[src/rtl/fpga_host_nbf_deserializer_pkg.sv]
// ---------------------------------------------------------------------------
// fpga_host_nbf_deserializer_pkg
//   Shared types for the host-side NBF deserializer:
//     - NBF field widths and the NBF packet struct (opcode in the low byte,
//       so it is the first byte received over the UART)
//     - NBF opcode enumeration
//     - deserializer FSM state enumeration
//     - nbf_bytes(): number of UART bytes per NBF packet
// ---------------------------------------------------------------------------
package fpga_host_nbf_deserializer_pkg;

  localparam int unsigned nbf_opcode_width_gp = 8;
  localparam int unsigned nbf_addr_width_gp   = 40;
  localparam int unsigned nbf_data_width_gp   = 64;

  typedef enum logic [7:0] {
    e_fpga_host_nbf_write_4 = 8'h02,
    e_fpga_host_nbf_write_8 = 8'h03,
    e_fpga_host_nbf_read_4  = 8'h12,
    e_fpga_host_nbf_read_8  = 8'h13,
    e_fpga_host_nbf_fence   = 8'hFE,
    e_fpga_host_nbf_finish  = 8'hFF
  } bp_fpga_host_nbf_opcode_e;

  // Opcode sits in the least significant byte and therefore arrives first.
  typedef struct packed {
    logic [nbf_data_width_gp-1:0] data;
    logic [nbf_addr_width_gp-1:0] addr;
    bp_fpga_host_nbf_opcode_e     opcode;
  } bp_fpga_host_nbf_s;

  // e_idle: no partial packet held; e_collect: 1..N-1 bytes held.
  typedef enum logic {
    e_idle    = 1'b0,
    e_collect = 1'b1
  } bp_fpga_host_deser_state_e;

  // Whole bytes per NBF packet for the given address/data widths.
  function automatic int unsigned nbf_bytes(input int unsigned addr_width,
                                            input int unsigned data_width);
    return (nbf_opcode_width_gp + addr_width + data_width) / 8;
  endfunction

endpackage

[src/rtl/fpga_host_nbf_deserializer_if.sv]
// ---------------------------------------------------------------------------
// fpga_host_nbf_deserializer_if
//   Bundles the UART byte stream, the NBF valid/ready-and output and the
//   status/error bits of the deserializer.
//   Signals:
//     rx_v_i          byte strobe from the UART receiver
//     rx_i            received byte
//     rx_error_i      receiver framing/parity error strobe
//     nbf_o           assembled NBF packet
//     nbf_v_o         nbf_o valid
//     nbf_ready_and_i consumer accepts nbf_o
//     busy_o          partial packet in progress
//     err_overflow_o  sticky: completed packet dropped, output occupied
//     err_timeout_o   sticky: partial packet discarded on inter-byte timeout
//     err_framing_o   sticky: partial packet discarded on rx_error_i
//     clear_err_i     synchronous clear of the sticky error bits
//   Modports:
//     master - environment (UART receiver + NBF consumer + status reader)
//     slave  - the deserializer
// ---------------------------------------------------------------------------
interface fpga_host_nbf_deserializer_if #(
  parameter int unsigned nbf_width_p = 112
) ();

  logic                   rx_v_i;
  logic [7:0]             rx_i;
  logic                   rx_error_i;
  logic [nbf_width_p-1:0] nbf_o;
  logic                   nbf_v_o;
  logic                   nbf_ready_and_i;
  logic                   busy_o;
  logic                   err_overflow_o;
  logic                   err_timeout_o;
  logic                   err_framing_o;
  logic                   clear_err_i;

  modport master (
    output rx_v_i, rx_i, rx_error_i, nbf_ready_and_i, clear_err_i,
    input  nbf_o, nbf_v_o, busy_o, err_overflow_o, err_timeout_o, err_framing_o
  );

  modport slave (
    input  rx_v_i, rx_i, rx_error_i, nbf_ready_and_i, clear_err_i,
    output nbf_o, nbf_v_o, busy_o, err_overflow_o, err_timeout_o, err_framing_o
  );

endinterface

[src/rtl/fpga_host_nbf_deserializer_gap_timer.sv]
// ---------------------------------------------------------------------------
// fpga_host_nbf_gap_timer
//   Inter-byte gap counter. Counts enabled clocks since the last clear and
//   reports o_fire in the cycle the count reaches timeout_clks_p-1 without
//   a clear. The owner leaves the counting state on fire, so the count never
//   needs to go past timeout_clks_p and cannot wrap.
//   Ports:
//     i_clk     clock
//     i_rst     asynchronous active-high reset
//     i_clear   zero the count (takes priority over counting and firing)
//     i_enable  count this clock
//     o_fire    timeout reached this cycle
// ---------------------------------------------------------------------------
module fpga_host_nbf_gap_timer #(
  parameter int unsigned timeout_clks_p = 17360
) (
  input  logic i_clk,
  input  logic i_rst,
  input  logic i_clear,
  input  logic i_enable,
  output logic o_fire
);

  localparam int unsigned          width_lp = $clog2(timeout_clks_p + 1);
  localparam logic [width_lp-1:0]  limit_lp = width_lp'(timeout_clks_p - 1);

  logic [width_lp-1:0] r_timer;

  // Gap counter: clear wins, otherwise count while enabled.
  always_ff @(posedge i_clk or posedge i_rst) begin
    if (i_rst) begin
      r_timer <= '0;
    end else if (i_clear) begin
      r_timer <= '0;
    end else if (i_enable) begin
      r_timer <= r_timer + width_lp'(1);
    end else begin
      r_timer <= r_timer;
    end
  end

  assign o_fire = i_enable & ~i_clear & (r_timer == limit_lp);

endmodule

[src/rtl/fpga_host_nbf_deserializer.sv]
// ---------------------------------------------------------------------------
// fpga_host_nbf_deserializer
//   Assembles the UART receiver's byte stream into complete NBF packets
//   (least significant byte first) and presents each packet on a
//   valid/ready-and output through a one-entry holding register.
//   The UART cannot be stalled, so a completed packet that finds the output
//   still occupied is dropped (sticky overflow). A partial packet is
//   discarded on an inter-byte timeout (sticky timeout) or on a receiver
//   error (sticky framing).
//   Ports:
//     clk_i    clock
//     reset_i  asynchronous active-high reset
//     bus      fpga_host_nbf_deserializer_if.slave (byte input, NBF output,
//              busy and sticky error status, error clear)
// ---------------------------------------------------------------------------
module fpga_host_nbf_deserializer
  import fpga_host_nbf_deserializer_pkg::*;
#(
  parameter int unsigned nbf_addr_width_p = nbf_addr_width_gp,
  parameter int unsigned nbf_data_width_p = nbf_data_width_gp,
  parameter int unsigned uart_data_bits_p = 8,
  parameter int unsigned timeout_clks_p   = 17360
) (
  input  logic                        clk_i,
  input  logic                        reset_i,
  fpga_host_nbf_deserializer_if.slave bus
);

  localparam int unsigned nbf_width_lp   = nbf_opcode_width_gp + nbf_addr_width_p + nbf_data_width_p;
  localparam int unsigned nbf_bytes_lp   = nbf_bytes(nbf_addr_width_p, nbf_data_width_p);
  localparam int unsigned count_width_lp = $clog2(nbf_bytes_lp);
  localparam logic [count_width_lp-1:0] last_byte_lp = count_width_lp'(nbf_bytes_lp - 1);

  if ((uart_data_bits_p != 32'd8) || ((nbf_width_lp % 32'd8) != 32'd0)) begin : g_cfg_check
    $error("fpga_host_nbf_deserializer: UART must deliver 8-bit bytes and the NBF packet must be a whole number of bytes");
  end

  bp_fpga_host_deser_state_e  r_state;
  bp_fpga_host_deser_state_e  w_state_next;
  logic [count_width_lp-1:0]  r_count;
  logic [count_width_lp-1:0]  w_count_next;
  logic [nbf_width_lp-1:0]    r_asm;
  logic [nbf_width_lp-1:0]    w_asm_next;

  logic [nbf_width_lp-1:0]    r_nbf;
  logic                       r_nbf_v;
  logic                       r_err_overflow;
  logic                       r_err_timeout;
  logic                       r_err_framing;

  logic                       w_fire;
  logic                       w_byte_take;
  logic                       w_complete;
  logic                       w_handshake;
  logic                       w_load;
  logic                       w_overflow_set;
  logic                       w_timeout_set;
  logic [nbf_width_lp-1:0]    w_pkt;

  // A receiver error suppresses the byte presented with it.
  assign w_byte_take    = bus.rx_v_i & ~bus.rx_error_i;
  assign w_complete     = (r_state == e_collect) & w_byte_take & (r_count == last_byte_lp);
  assign w_handshake    = r_nbf_v & bus.nbf_ready_and_i;
  // The holding register frees up in the same cycle it hands off, so a packet
  // completing on a handshake cycle still loads.
  assign w_load         = w_complete & (~r_nbf_v | bus.nbf_ready_and_i);
  assign w_overflow_set = w_complete & r_nbf_v & ~bus.nbf_ready_and_i;
  // The framing discard takes precedence when both happen in one cycle.
  assign w_timeout_set  = w_fire & ~bus.rx_error_i;
  // Final byte goes straight into the output; the assembly register only holds 0..N-2.
  assign w_pkt          = {bus.rx_i, r_asm[nbf_width_lp-9:0]};

  fpga_host_nbf_gap_timer #(
    .timeout_clks_p (timeout_clks_p)
  ) u_gap_timer (
    .i_clk    (clk_i),
    .i_rst    (reset_i),
    .i_clear  (bus.rx_v_i | (r_state == e_idle)),
    .i_enable (r_state == e_collect),
    .o_fire   (w_fire)
  );

  // Assembly state register.
  always_ff @(posedge clk_i or posedge reset_i) begin
    if (reset_i) begin
      r_state <= e_idle;
      r_count <= '0;
      r_asm   <= '0;
    end else begin
      r_state <= w_state_next;
      r_count <= w_count_next;
      r_asm   <= w_asm_next;
    end
  end

  // Assembly next state: receiver error discards, a byte is stored, or the gap timer discards.
  always_comb begin
    w_state_next = r_state;
    w_count_next = r_count;
    w_asm_next   = r_asm;
    case (r_state)
      e_idle: begin
        if (w_byte_take) begin
          w_asm_next[7:0] = bus.rx_i;
          w_count_next    = count_width_lp'(1);
          w_state_next    = e_collect;
        end else begin
          w_state_next = e_idle;
        end
      end
      e_collect: begin
        if (bus.rx_error_i) begin
          w_asm_next   = '0;
          w_count_next = '0;
          w_state_next = e_idle;
        end else if (bus.rx_v_i) begin
          if (r_count == last_byte_lp) begin
            w_asm_next   = '0;
            w_count_next = '0;
            w_state_next = e_idle;
          end else begin
            w_asm_next[{r_count, 3'b000} +: 8] = bus.rx_i;
            w_count_next = r_count + count_width_lp'(1);
            w_state_next = e_collect;
          end
        end else if (w_fire) begin
          w_asm_next   = '0;
          w_count_next = '0;
          w_state_next = e_idle;
        end else begin
          w_state_next = e_collect;
        end
      end
      default: begin
        w_asm_next   = '0;
        w_count_next = '0;
        w_state_next = e_idle;
      end
    endcase
  end

  // One-entry output holding register with valid/ready-and handshake.
  always_ff @(posedge clk_i or posedge reset_i) begin
    if (reset_i) begin
      r_nbf   <= '0;
      r_nbf_v <= 1'b0;
    end else if (w_load) begin
      r_nbf   <= w_pkt;
      r_nbf_v <= 1'b1;
    end else if (w_handshake) begin
      r_nbf   <= r_nbf;
      r_nbf_v <= 1'b0;
    end else begin
      r_nbf   <= r_nbf;
      r_nbf_v <= r_nbf_v;
    end
  end

  // Sticky overflow flag; a new event beats a simultaneous clear.
  always_ff @(posedge clk_i or posedge reset_i) begin
    if (reset_i) begin
      r_err_overflow <= 1'b0;
    end else if (w_overflow_set) begin
      r_err_overflow <= 1'b1;
    end else if (bus.clear_err_i) begin
      r_err_overflow <= 1'b0;
    end else begin
      r_err_overflow <= r_err_overflow;
    end
  end

  // Sticky timeout flag; a new event beats a simultaneous clear.
  always_ff @(posedge clk_i or posedge reset_i) begin
    if (reset_i) begin
      r_err_timeout <= 1'b0;
    end else if (w_timeout_set) begin
      r_err_timeout <= 1'b1;
    end else if (bus.clear_err_i) begin
      r_err_timeout <= 1'b0;
    end else begin
      r_err_timeout <= r_err_timeout;
    end
  end

  // Sticky framing flag; set on any receiver error, including with no partial packet.
  always_ff @(posedge clk_i or posedge reset_i) begin
    if (reset_i) begin
      r_err_framing <= 1'b0;
    end else if (bus.rx_error_i) begin
      r_err_framing <= 1'b1;
    end else if (bus.clear_err_i) begin
      r_err_framing <= 1'b0;
    end else begin
      r_err_framing <= r_err_framing;
    end
  end

  assign bus.nbf_o          = r_nbf;
  assign bus.nbf_v_o        = r_nbf_v;
  assign bus.busy_o         = (r_state == e_collect);
  assign bus.err_overflow_o = r_err_overflow;
  assign bus.err_timeout_o  = r_err_timeout;
  assign bus.err_framing_o  = r_err_framing;

endmodule

[src/flat_wrapper.sv]
// flat-port wrapper written by rule: the top's interface ports become plain ports
module fpga_host_nbf_deserializer_flat import fpga_host_nbf_deserializer_pkg::*;
#(
  parameter int unsigned nbf_addr_width_p = nbf_addr_width_gp,
  parameter int unsigned nbf_data_width_p = nbf_data_width_gp,
  parameter int unsigned uart_data_bits_p = 8,
  parameter int unsigned timeout_clks_p   = 17360
)
  (clk_i, reset_i, bus_rx_v_i, bus_rx_i, bus_rx_error_i, bus_nbf_ready_and_i, bus_clear_err_i, bus_nbf_o, bus_nbf_v_o, bus_busy_o, bus_err_overflow_o, bus_err_timeout_o, bus_err_framing_o);
  fpga_host_nbf_deserializer_if #(.nbf_width_p(112)) bus_i ();
  input  logic clk_i;
  input  logic reset_i;
  input wire logic [$bits(bus_i.rx_v_i)-1:0] bus_rx_v_i;
  input wire logic [$bits(bus_i.rx_i)-1:0] bus_rx_i;
  input wire logic [$bits(bus_i.rx_error_i)-1:0] bus_rx_error_i;
  input wire logic [$bits(bus_i.nbf_ready_and_i)-1:0] bus_nbf_ready_and_i;
  input wire logic [$bits(bus_i.clear_err_i)-1:0] bus_clear_err_i;
  output wire logic [$bits(bus_i.nbf_o)-1:0] bus_nbf_o;
  output wire logic [$bits(bus_i.nbf_v_o)-1:0] bus_nbf_v_o;
  output wire logic [$bits(bus_i.busy_o)-1:0] bus_busy_o;
  output wire logic [$bits(bus_i.err_overflow_o)-1:0] bus_err_overflow_o;
  output wire logic [$bits(bus_i.err_timeout_o)-1:0] bus_err_timeout_o;
  output wire logic [$bits(bus_i.err_framing_o)-1:0] bus_err_framing_o;
  assign bus_i.rx_v_i = bus_rx_v_i;
  assign bus_i.rx_i = bus_rx_i;
  assign bus_i.rx_error_i = bus_rx_error_i;
  assign bus_i.nbf_ready_and_i = bus_nbf_ready_and_i;
  assign bus_i.clear_err_i = bus_clear_err_i;
  assign bus_nbf_o = bus_i.nbf_o;
  assign bus_nbf_v_o = bus_i.nbf_v_o;
  assign bus_busy_o = bus_i.busy_o;
  assign bus_err_overflow_o = bus_i.err_overflow_o;
  assign bus_err_timeout_o = bus_i.err_timeout_o;
  assign bus_err_framing_o = bus_i.err_framing_o;
  fpga_host_nbf_deserializer #(.nbf_addr_width_p(nbf_addr_width_p), .nbf_data_width_p(nbf_data_width_p), .uart_data_bits_p(uart_data_bits_p), .timeout_clks_p(timeout_clks_p)) u_core (.clk_i(clk_i), .reset_i(reset_i), .bus(bus_i));
endmodule
[config.mk]
export PLATFORM = sky130hd
export DESIGN_NAME = fpga_host_nbf_deserializer_flat
export DESIGN_NICKNAME = d
export VERILOG_FILES = /design/src/rtl/fpga_host_nbf_deserializer_pkg.sv /design/src/rtl/fpga_host_nbf_deserializer_if.sv /design/src/rtl/fpga_host_nbf_deserializer_gap_timer.sv /design/src/rtl/fpga_host_nbf_deserializer.sv /design/src/flat_wrapper.sv
export SDC_FILE = /design/constraint.sdc
export NUM_CORES = 1
export LEC_CHECK = 0
export ABC_CLOCK_PERIOD_IN_PS = 9100
export BUFFER_PORTS_ARGS = -buffer_cell sky130_fd_sc_hd__buf_2
export CAP_MARGIN = 10
export CORE_MARGIN = 10
export CORE_UTILIZATION = 50
export DETAILED_ROUTE_END_ITERATION = 6
export PLACE_DENSITY_LB_ADDON = 0.05
export SETUP_SLACK_MARGIN = 0.2
export SLEW_MARGIN = 20
export SYNTH_ARGS = -nofsm -noshare
export SYNTH_HDL_FRONTEND = slang
export SYNTH_SLANG_ARGS = --single-unit
[constraint.sdc]
create_clock -name clk_i -period 9.1 [get_ports clk_i]
set_input_delay 1.365 -clock clk_i [delete_from_list [all_inputs] [get_ports clk_i]]
set_output_delay 1.365 -clock clk_i [all_outputs]
set_load 0.1 [all_outputs]
==> results of run 1 <==
[path summary, 6_finish.rpt]
path / end / slack [ps] / cells after the start / from
worst max register to register: u_core.bus.nbf_o[18]$_DFFE_PP0P_ / 6320 / 6 / u_core.r_count[0]$_DFFE_PP0P_
max in group asynchronous: u_core.bus.nbf_o[28]$_DFFE_PP0P_ / 6820 / 3 / reset_i
worst min register to register: u_core.bus.err_framing_o$_DFFE_PP0P_ / 480 / 1 / u_core.bus.err_framing_o$_DFFE_PP0P_
min in group asynchronous: u_core.u_gap_timer.r_timer[12]$_DFFE_PP0P_ / 980 / 2 / reset_i
worst max-delay path: bus_busy_o / 6120 / 1 / u_core.bus.busy_o$_DFF_PP0_
worst min-delay path: u_core.bus.err_framing_o$_DFFE_PP0P_ / 480 / 1 / u_core.bus.err_framing_o$_DFFE_PP0P_
[registers in the layout (all words and copies together), names as in the netlist]
register	count
u_core.bus.err_timeout_o	1
u_core.bus.err_framing_o	1
u_core.bus.nbf_o	112
u_core.u_gap_timer.r_timer	15
u_core.bus.nbf_v_o	1
u_core.r_asm	104
u_core.bus.err_overflow_o	1
u_core.bus.busy_o	1
u_core.r_count	4
[layout by cell type (no fill, tap or decap), drive strengths merged, types with 2 or more instances in the layout]
master,instances
a21oi,3
a22o,40
and3,7
and4,3
buf,133
clkbuf,41
clkinv,4
dfrtp,240
ha,4
inv,13
mux2,112
mux2i,8
nand2,45
nand2b,5
nand3,10
nand4,5
nand4b,3
nor2,27
nor2b,2
nor3,4
nor4b,2
o211ai,2
o21ai,7
o2bb2ai,58
o311ai,2
xnor2,6
xor2,9
[layout make-up]
class                   count  area, um^2  area share [%]
flip-flops and latches    240        6010            54.4
multi-input cells         379        3190            28.9
clock buffers              41         786            7.12
repair buffers            133         677            6.14
well taps                 234         293            2.65
inverters                  14        65.1           0.590
clock inverters             3        15.0           0.136
[layer usage]
layer  share of wire (%)  up-vias  track usage, %
met2                  48      151            29.3
li1                    -     2664               -
met4                 2.2        0            4.99
met5                   0        -               0
met3                 5.4       41            3.90
met1                  45     3032            24.4
[per-stage QoR]
step                cells  util [%]  power (mW)
global placement     1000      54.8        1.26
finish               1044      59.2        2.23
global route         1044      59.2        2.31
floorplan             668         -        1.22
detailed placement   1000      54.8        1.26
CTS                  1044      59.1        2.25
[power by group through the flow]
stage | Clock [mW] | Sequential, mW | Combinational, mW
floorplan | 0 | 1.12 | 0.102
global placement | 0 | 1.13 | 0.131
detailed placement | 0 | 1.13 | 0.135
CTS | 1.01 | 1.11 | 0.135
global route | 1.05 | 1.11 | 0.150
finish | 0.985 | 1.11 | 0.134
[cell families after synthesis]
kind of cell / count (synthesis) / share of synthesized area, %
XOR/XNOR: 15 / 1.39
AO/OA/AOI/OAI: 119 / 10.7
adder cells (fa/ha/maj): 4 / 0.531
flip-flops: 240 / 63.7
multiplexers: 120 / 14.2
buffers and inverters: 49 / 2.51
AND/OR/NAND/NOR: 121 / 6.96
==> key figures, run 1 <==
Logic synthesis
  • Count of different cell masters after synthesis: between 50 and 60
  • Mapped Area: between 9000 and 10000 um^2
  • Synth async-reset ratio: 100%
  • #FFs+latches synth: 240
  • Post-synth top area cell: dfrtp_1
  • Count of flip-flops with a built-in enable after synthesis: 0
  • Sequential share of the synthesized area: roughly 64%
  • Syn nets: 686
  • Yosys warns: 0
  • Ranking of synthesized cells by area: dfrtp_1, mux2_2, o2bb2ai_1
  • Synth Instances: ~670
  • Count leader, synth: dfrtp_1
  • Main flop type after synthesis: dfrtp_1
  • Synth top area share: between 60% and 70%
  • Commonest cells post-synth: dfrtp_1, mux2_2, o2bb2ai_1
  • Syn_area_per_cell: 14.1 um^2

Global routing
  • GRT Resource Usage Total: a little under a fifth
  • Vias in the first global route: 6331
  • Grt total ovfl: 0
  • Global-route wire length before repair: between 30 and 40 mm
  • Largest net degree at the start of global routing: between 150 and 200
  • Initial antenna violation count: 0

Place
  • Dpl ws: 5620 ps
  • Placed instance area: around 10000 um^2
  • Hpwl dp: around 15 mm
  • Final Wtd Congestion: 0.767
  • IO buf count: 130

STA
  • Max Freq: roughly 340 MHz
  • Worst slew pin tran: a little under 900 ps
  • Worst Hold Slack: approximately 480 ps
  • RSZ-0062 raised after global routing: false
  • Hold Fails Final Rpt: 0
  • Final Skew: between 10 and 15 ps
  • Fin crit period: 2980 ps
  • Final setup viols: 0
  • Slew headroom: around two fifths
  • Tcrit/Tclk final: 32.8%
  • Setup TNS: 0 ps
  • Pins Over Slew Limit: 0
  • PnR worst setup slack: roughly 6100 ps

Detailed routing
  • DR vias: a little under 6000
  • Drt wl/cell: about 22 um
  • First-pass DRT Iterations: 4
  • DRT iter0 DRCs: 319
  • Residual antenna-violating net count after detailed routing: 0
  • DRC Markers: 0
  • Final Routed Wirelength: approximately 23 mm
  • Vias per cell: between 5 and 6

Floorplanning
  • Placeable core area: ~19000 um^2
  • Full die area: around 25000 um^2
  • Die height: approximately 160 um
  • Row cnt: 50
  • IO Pins: between 100 and 150
  • Initial Utilization: 50.6%
  • Chip width: roughly 160 um

Worst setup path
  • Critical-path top delay cell: dfrtp_1
  • Buf/Inv on CP: 1
  • Worst EP required: between 7000 and 8000 ps
  • Critical-path cell list: buf_2
  • Crit path max-delay family: flip-flops
  • Setup Crit Path Kind: flip-flop to output pin
  • Setup crit start kind: flip-flop
  • CP peak stage delay: slightly below 600 ps
  • Worst Setup End Kind: output pin
  • Arr. time, crit path: about 1600 ps
  • Crit-path max FO: 12

CTS
  • Post-CTS sizing: 0
  • Clock Tree Buf Depth: 3
  • TritonCTS Buffers: 25
  • Clock Latency Late Sink: around 520 ps
  • CTS root buf: clkbuf_16
  • CTS tree: done
  • H-tree depth reported by CTS: 1
  • Post CTS Setup Buffer Count: 0
  • # hold bufs at CTS: 0
  • CTS Sinks: 240
  • Clock transition at path regs: 60 ps

Pwr
  • Clock network power share: ~44%
  • Internal: roughly 1.7 mW
  • Seq pwr share: around half
  • Pwr Density: just over 200 nW/um^2
  • P_leak: 5.71 nW
  • Switch Pwr: approximately 520 uW
  • Switching share of power: a little under a quarter
  • Peak supply drop: approximately 120 uV
  • Gate power share: roughly 6.0%

Final layout
  • P&R area growth vs syn: 17.0%
  • Layout cells sized above 1: a little over a third
  • Final Cell Area: around 11000 um^2
  • Final nets: ~810
  • Fillers: 1549
  • Antenna diodes: 0

Run status
  • Status: complete, no violations

Worst hold path
  • Min-delay worst type: flip-flop to flip-flop

Run
  • Max cap viols: 0
No activity file was read; power rests on OpenSTA's default activity.
==> inputs of run 2 (changes only) <==
Settings changed: ABC_AREA set to 1, ABC_CLOCK_PERIOD_IN_PS 9100 to 3100.
Clock period 9.1 ns to 3.1 ns, I/O delays scaled along.
==> run 2 against run 1 <==
Compared with the run above:
- combinational power rose to 4.6 times the previous value
- sequential power rose to 2.9 times the previous value
- power rose to 3.2 times the previous value
- utilization rose by 1.9 points
- sequential cell count did not move
==> key figures, run 2 <==
Floorplanning
  • Full die area: 26000 um^2 (was 24700 um^2)
  • Row cnt: 51 (was 50)
  • IO Pins: 131 (unchanged)
  • Chip width: 161 um (was 157 um)
  • Initial Utilization: 51.1% (was 50.6%)
  • Die height: 161 um (was 157 um)
  • Placeable core area: 19500 um^2 (was 18600 um^2)

Global routing
  • GRT Resource Usage Total: 18.9% (was 18.2%)
  • Largest net degree at the start of global routing: 120 (was 158)
  • Grt total ovfl: 0 (unchanged)
  • Vias in the first global route: 7327 (was 6331)
  • Global-route wire length before repair: 40.4 mm (was 35.9 mm)
  • Initial antenna violation count: 1 (was 0)

Detailed routing
  • DR vias: 7395 (was 5888)
  • DRC Markers: 0 (unchanged)
  • Residual antenna-violating net count after detailed routing: 0 (unchanged)
  • Drt wl/cell: 17.2 um (was 21.7 um)
  • Final Routed Wirelength: 24.6 mm (was 22.7 mm)
  • DRT iter0 DRCs: 476 (was 319)
  • First-pass DRT Iterations: 6 (was 4)
  • Vias per cell: 5.17 (was 5.64)

CTS
  • H-tree depth reported by CTS: 1 (unchanged)
  • Post CTS Setup Buffer Count: 0 (unchanged)
  • Clock Tree Buf Depth: 3 (unchanged)
  • CTS tree: done (unchanged)
  • CTS Sinks: 240 (unchanged)
  • # hold bufs at CTS: 0 (unchanged)
  • CTS root buf: clkbuf_16 (unchanged)
  • Post-CTS sizing: 0 (unchanged)
  • TritonCTS Buffers: 26 (was 25)
  • Clock transition at path regs: 60 ps (about the same)
  • Clock Latency Late Sink: 530 ps (was 520 ps)

Final layout
  • Sequential cell area: 6010 um^2 (unchanged)
  • Layout cells sized above 1: 25.4% (was 35.3%)
  • Antenna diodes: 0 (unchanged)
  • Commonest non-fill, non-tap cells in the layout: nand2_1, dfrtp_1, buf_2 (was dfrtp_1, buf_2, mux2_2)
  • Commonest non-fill, non-tap cell in the layout: nand2_1 (was dfrtp_1)
  • P&R area growth vs syn: 19.5% (was 17.0%)
  • Max FFs per register: 112 (unchanged)
  • Fillers: 1699 (was 1549)
  • Final nets: 1164 (was 811)
  • Area of the multi-input gates: 3670 um^2 (was 3190 um^2)
  • Fin cells: 1429 (was 1044)

STA
  • PnR worst setup slack: 578 ps (was 6120 ps)
  • RSZ-0062 raised after global routing: false (unchanged)
  • Max Freq: about 400 MHz
  • Tcrit/Tclk final: roughly four fifths
  • Worst slew pin tran: 644 ps (was 888 ps)
  • Final Skew: 10.9 ps (was 14.9 ps)
  • Slew headroom: 57.1% (was 40.6%)
  • Setup TNS: 0 ps (unchanged)
  • Final setup viols: 0 (unchanged)
  • Hold Fails Final Rpt: 0 (unchanged)
  • Fin crit period: about 2500 ps
  • Pins Over Slew Limit: 0 (unchanged)

Worst setup path
  • Setup Crit Path Kind: flip-flop to flip-flop (was flip-flop to output pin)
  • Most used cell, CP: nand2_1
  • Buf/Inv on CP: 2 (was 1)
  • Crit-path max FO: 8 (was 12)
  • Worst EP required: 3570 ps (was 7740 ps)
  • Critical-path cell list: inv_1 > ha_1 > inv_1 > nand2_1 > nand2_1 > nor3_4 > nand2_1 > nor2_1 > nand3_1 > nand2_1 (was buf_2)
  • Reg2reg start: u_core.r_count[0]$_DFFE_PP0P_ (unchanged)
  • CP peak stage delay: 470 ps (was 580 ps)
  • Setup crit start kind: flip-flop (unchanged)
  • Critical-path top delay cell: dfrtp_1 (unchanged)
  • Crit path max-delay family: simple AND/OR/NAND/NOR gates (was flip-flops)
  • Worst Setup End Kind: flip-flop (was output pin)
  • Critical Path Source: u_core.r_count[0]$_DFFE_PP0P_ (was u_core.bus.busy_o$_DFF_PP0_)
  • Arr. time, crit path: 2990 ps (was 1620 ps)

Logic synthesis
  • Syn nets: 1020 (was 686)
  • Count leader, synth: nand2_1 (was dfrtp_1)
  • Main flop type after synthesis: dfrtp_1 (unchanged)
  • Count of flip-flops with a built-in enable after synthesis: 0 (unchanged)
  • Synth top area share: 60.2% (was 63.7%)
  • Count of different cell masters after synthesis: 32 (was 54)
  • Mapped Area: 9980 um^2 (was 9430 um^2)
  • Yosys warns: 0 (unchanged)
  • Ranking of synthesized cells by area: dfrtp_1, nand2_1, mux2_2 (was dfrtp_1, mux2_2, o2bb2ai_1)
  • #FFs+latches synth: 240 (unchanged)
  • Synth Instances: 1002 (was 668)
  • Syn_area_per_cell: 9.96 um^2 (was 14.1 um^2)
  • Commonest cells post-synth: nand2_1, dfrtp_1, mux2_2 (was dfrtp_1, mux2_2, o2bb2ai_1)
  • Post-synth top area cell: dfrtp_1 (unchanged)
  • Synth async-reset ratio: 100% (unchanged)
  • Sequential share of the synthesized area: 60.2% (was 63.7%)

Pwr
  • Peak supply drop: 428 uV (was 121 uV)
  • Pwr Density: 593 nW/um^2 (was 202 nW/um^2)
  • Pwr Total: 7.08 mW (was 2.23 mW)
  • P_leak: 6.68 nW (was 5.71 nW)

Run status
  • Status: complete, no violations (unchanged)

Place
  • Hpwl dp: 17.2 mm (was 15.0 mm)
  • Placed Cells: 1383 (was 1000)
  • IO buf count: 130 (unchanged)
  • Final Wtd Congestion: 0.858 (was 0.767)
  • Dpl ws: 581 ps (was 5620 ps)

Worst hold path
  • Min-delay worst type: input pin to async pin (was flip-flop to flip-flop)

Run
  • Max cap viols: 0 (unchanged)
run 2: cell types whose count changed after synthesis, moves of 6 or more:
cell	change
a22o_1	-40
inv_1	+34
mux2_1	-11
mux2i_1	-8
nand2_1	+275
nand3_1	+79
nand4_1	+13
nor2_1	+72
nor3_1	+6
o21ai_0	+14
o2bb2ai_1	-58
xor2_1	-8
run 2: cells by family after synthesis:
| group | share of synthesized area (%) |
|---|---|
| simple gates | 22.5 |
| flops | 60.2 |
| mux | 11.4 |
| buf+inv | 3.30 |
| compound gates | 1.75 |
| xor+xnor | 0.439 |
| fa+ha+maj | 0.501 |
run 2: layout make-up:
| class | count | area share, % |
|---|---|---|
| Sequential cell | 240 | 50.3 |
| Multi-Input combinational cell | 682 | 30.8 |
| Timing Repair Buffer | 145 | 6.92 |
| Clock buffer | 38 | 6.25 |
| Tap cell | 265 | 2.78 |
| Inverter | 51 | 1.64 |
| Clock inverter | 8 | 1.30 |
run 2: per-stage QoR:
stage | util [%] | area (um^2) | hold WS (ps)
after floorplan | - | 9990 | 433
after CTS | 61.1 | 11900 | 78.1
final | 61.1 | 11900 | 73.2
after detailed placement | 56.5 | 11000 | 456
after global placement | 56.5 | 11000 | 451
after global routing | 61.1 | 11900 | 89.3
run 2: worst reg2reg max path: stages, from the launching register on:
cell and delay [ps]:
dfrtp_1 470, inv_1 190, ha_1 270, inv_1 90, nand2_1 60, nand2_1 210, nor3_4 400, nand2_1 120
nor2_1 420, nand3_1 160, nand2_1 100
run 2: power breakdown:
| part | switching [mW] | internal, mW | leakage [nW] |
|---|---|---|---|
| registers | 0.0482 | 3.20 | 3.33 |
| logic | 0.483 | 0.136 | 2.91 |
| clock network | 1.22 | 2.00 | 0.440 |
run 2: worst paths after layout:
path | depth (start not counted) | endpoint | slack [ps]
max in group asynchronous | 3 | u_core.bus.nbf_o[6]$_DFFE_PP0P_ | 2430
worst min register to register | 2 | u_core.r_asm[21]$_DFFE_PP0P_ | 470
min in group clk_i | 2 | u_core.bus.err_timeout_o$_DFFE_PP0P_ | 180
worst max register to register | 10 | u_core.r_asm[100]$_DFFE_PP0P_ | 580
worst max-delay path | 10 | u_core.r_asm[100]$_DFFE_PP0P_ | 580
worst min-delay path | 3 | u_core.r_asm[65]$_DFFE_PP0P_ | 70
run 2: layer usage:
layer | track usage, % | up-vias | part of all wire [%]
li1 | - | 3560 | -
met1 | 26.1 | 3608 | 46
met2 | 29.6 | 196 | 46
met3 | 4.27 | 31 | 6.3
met4 | 4.80 | 0 | 1.7
met5 | 0 | - | 0
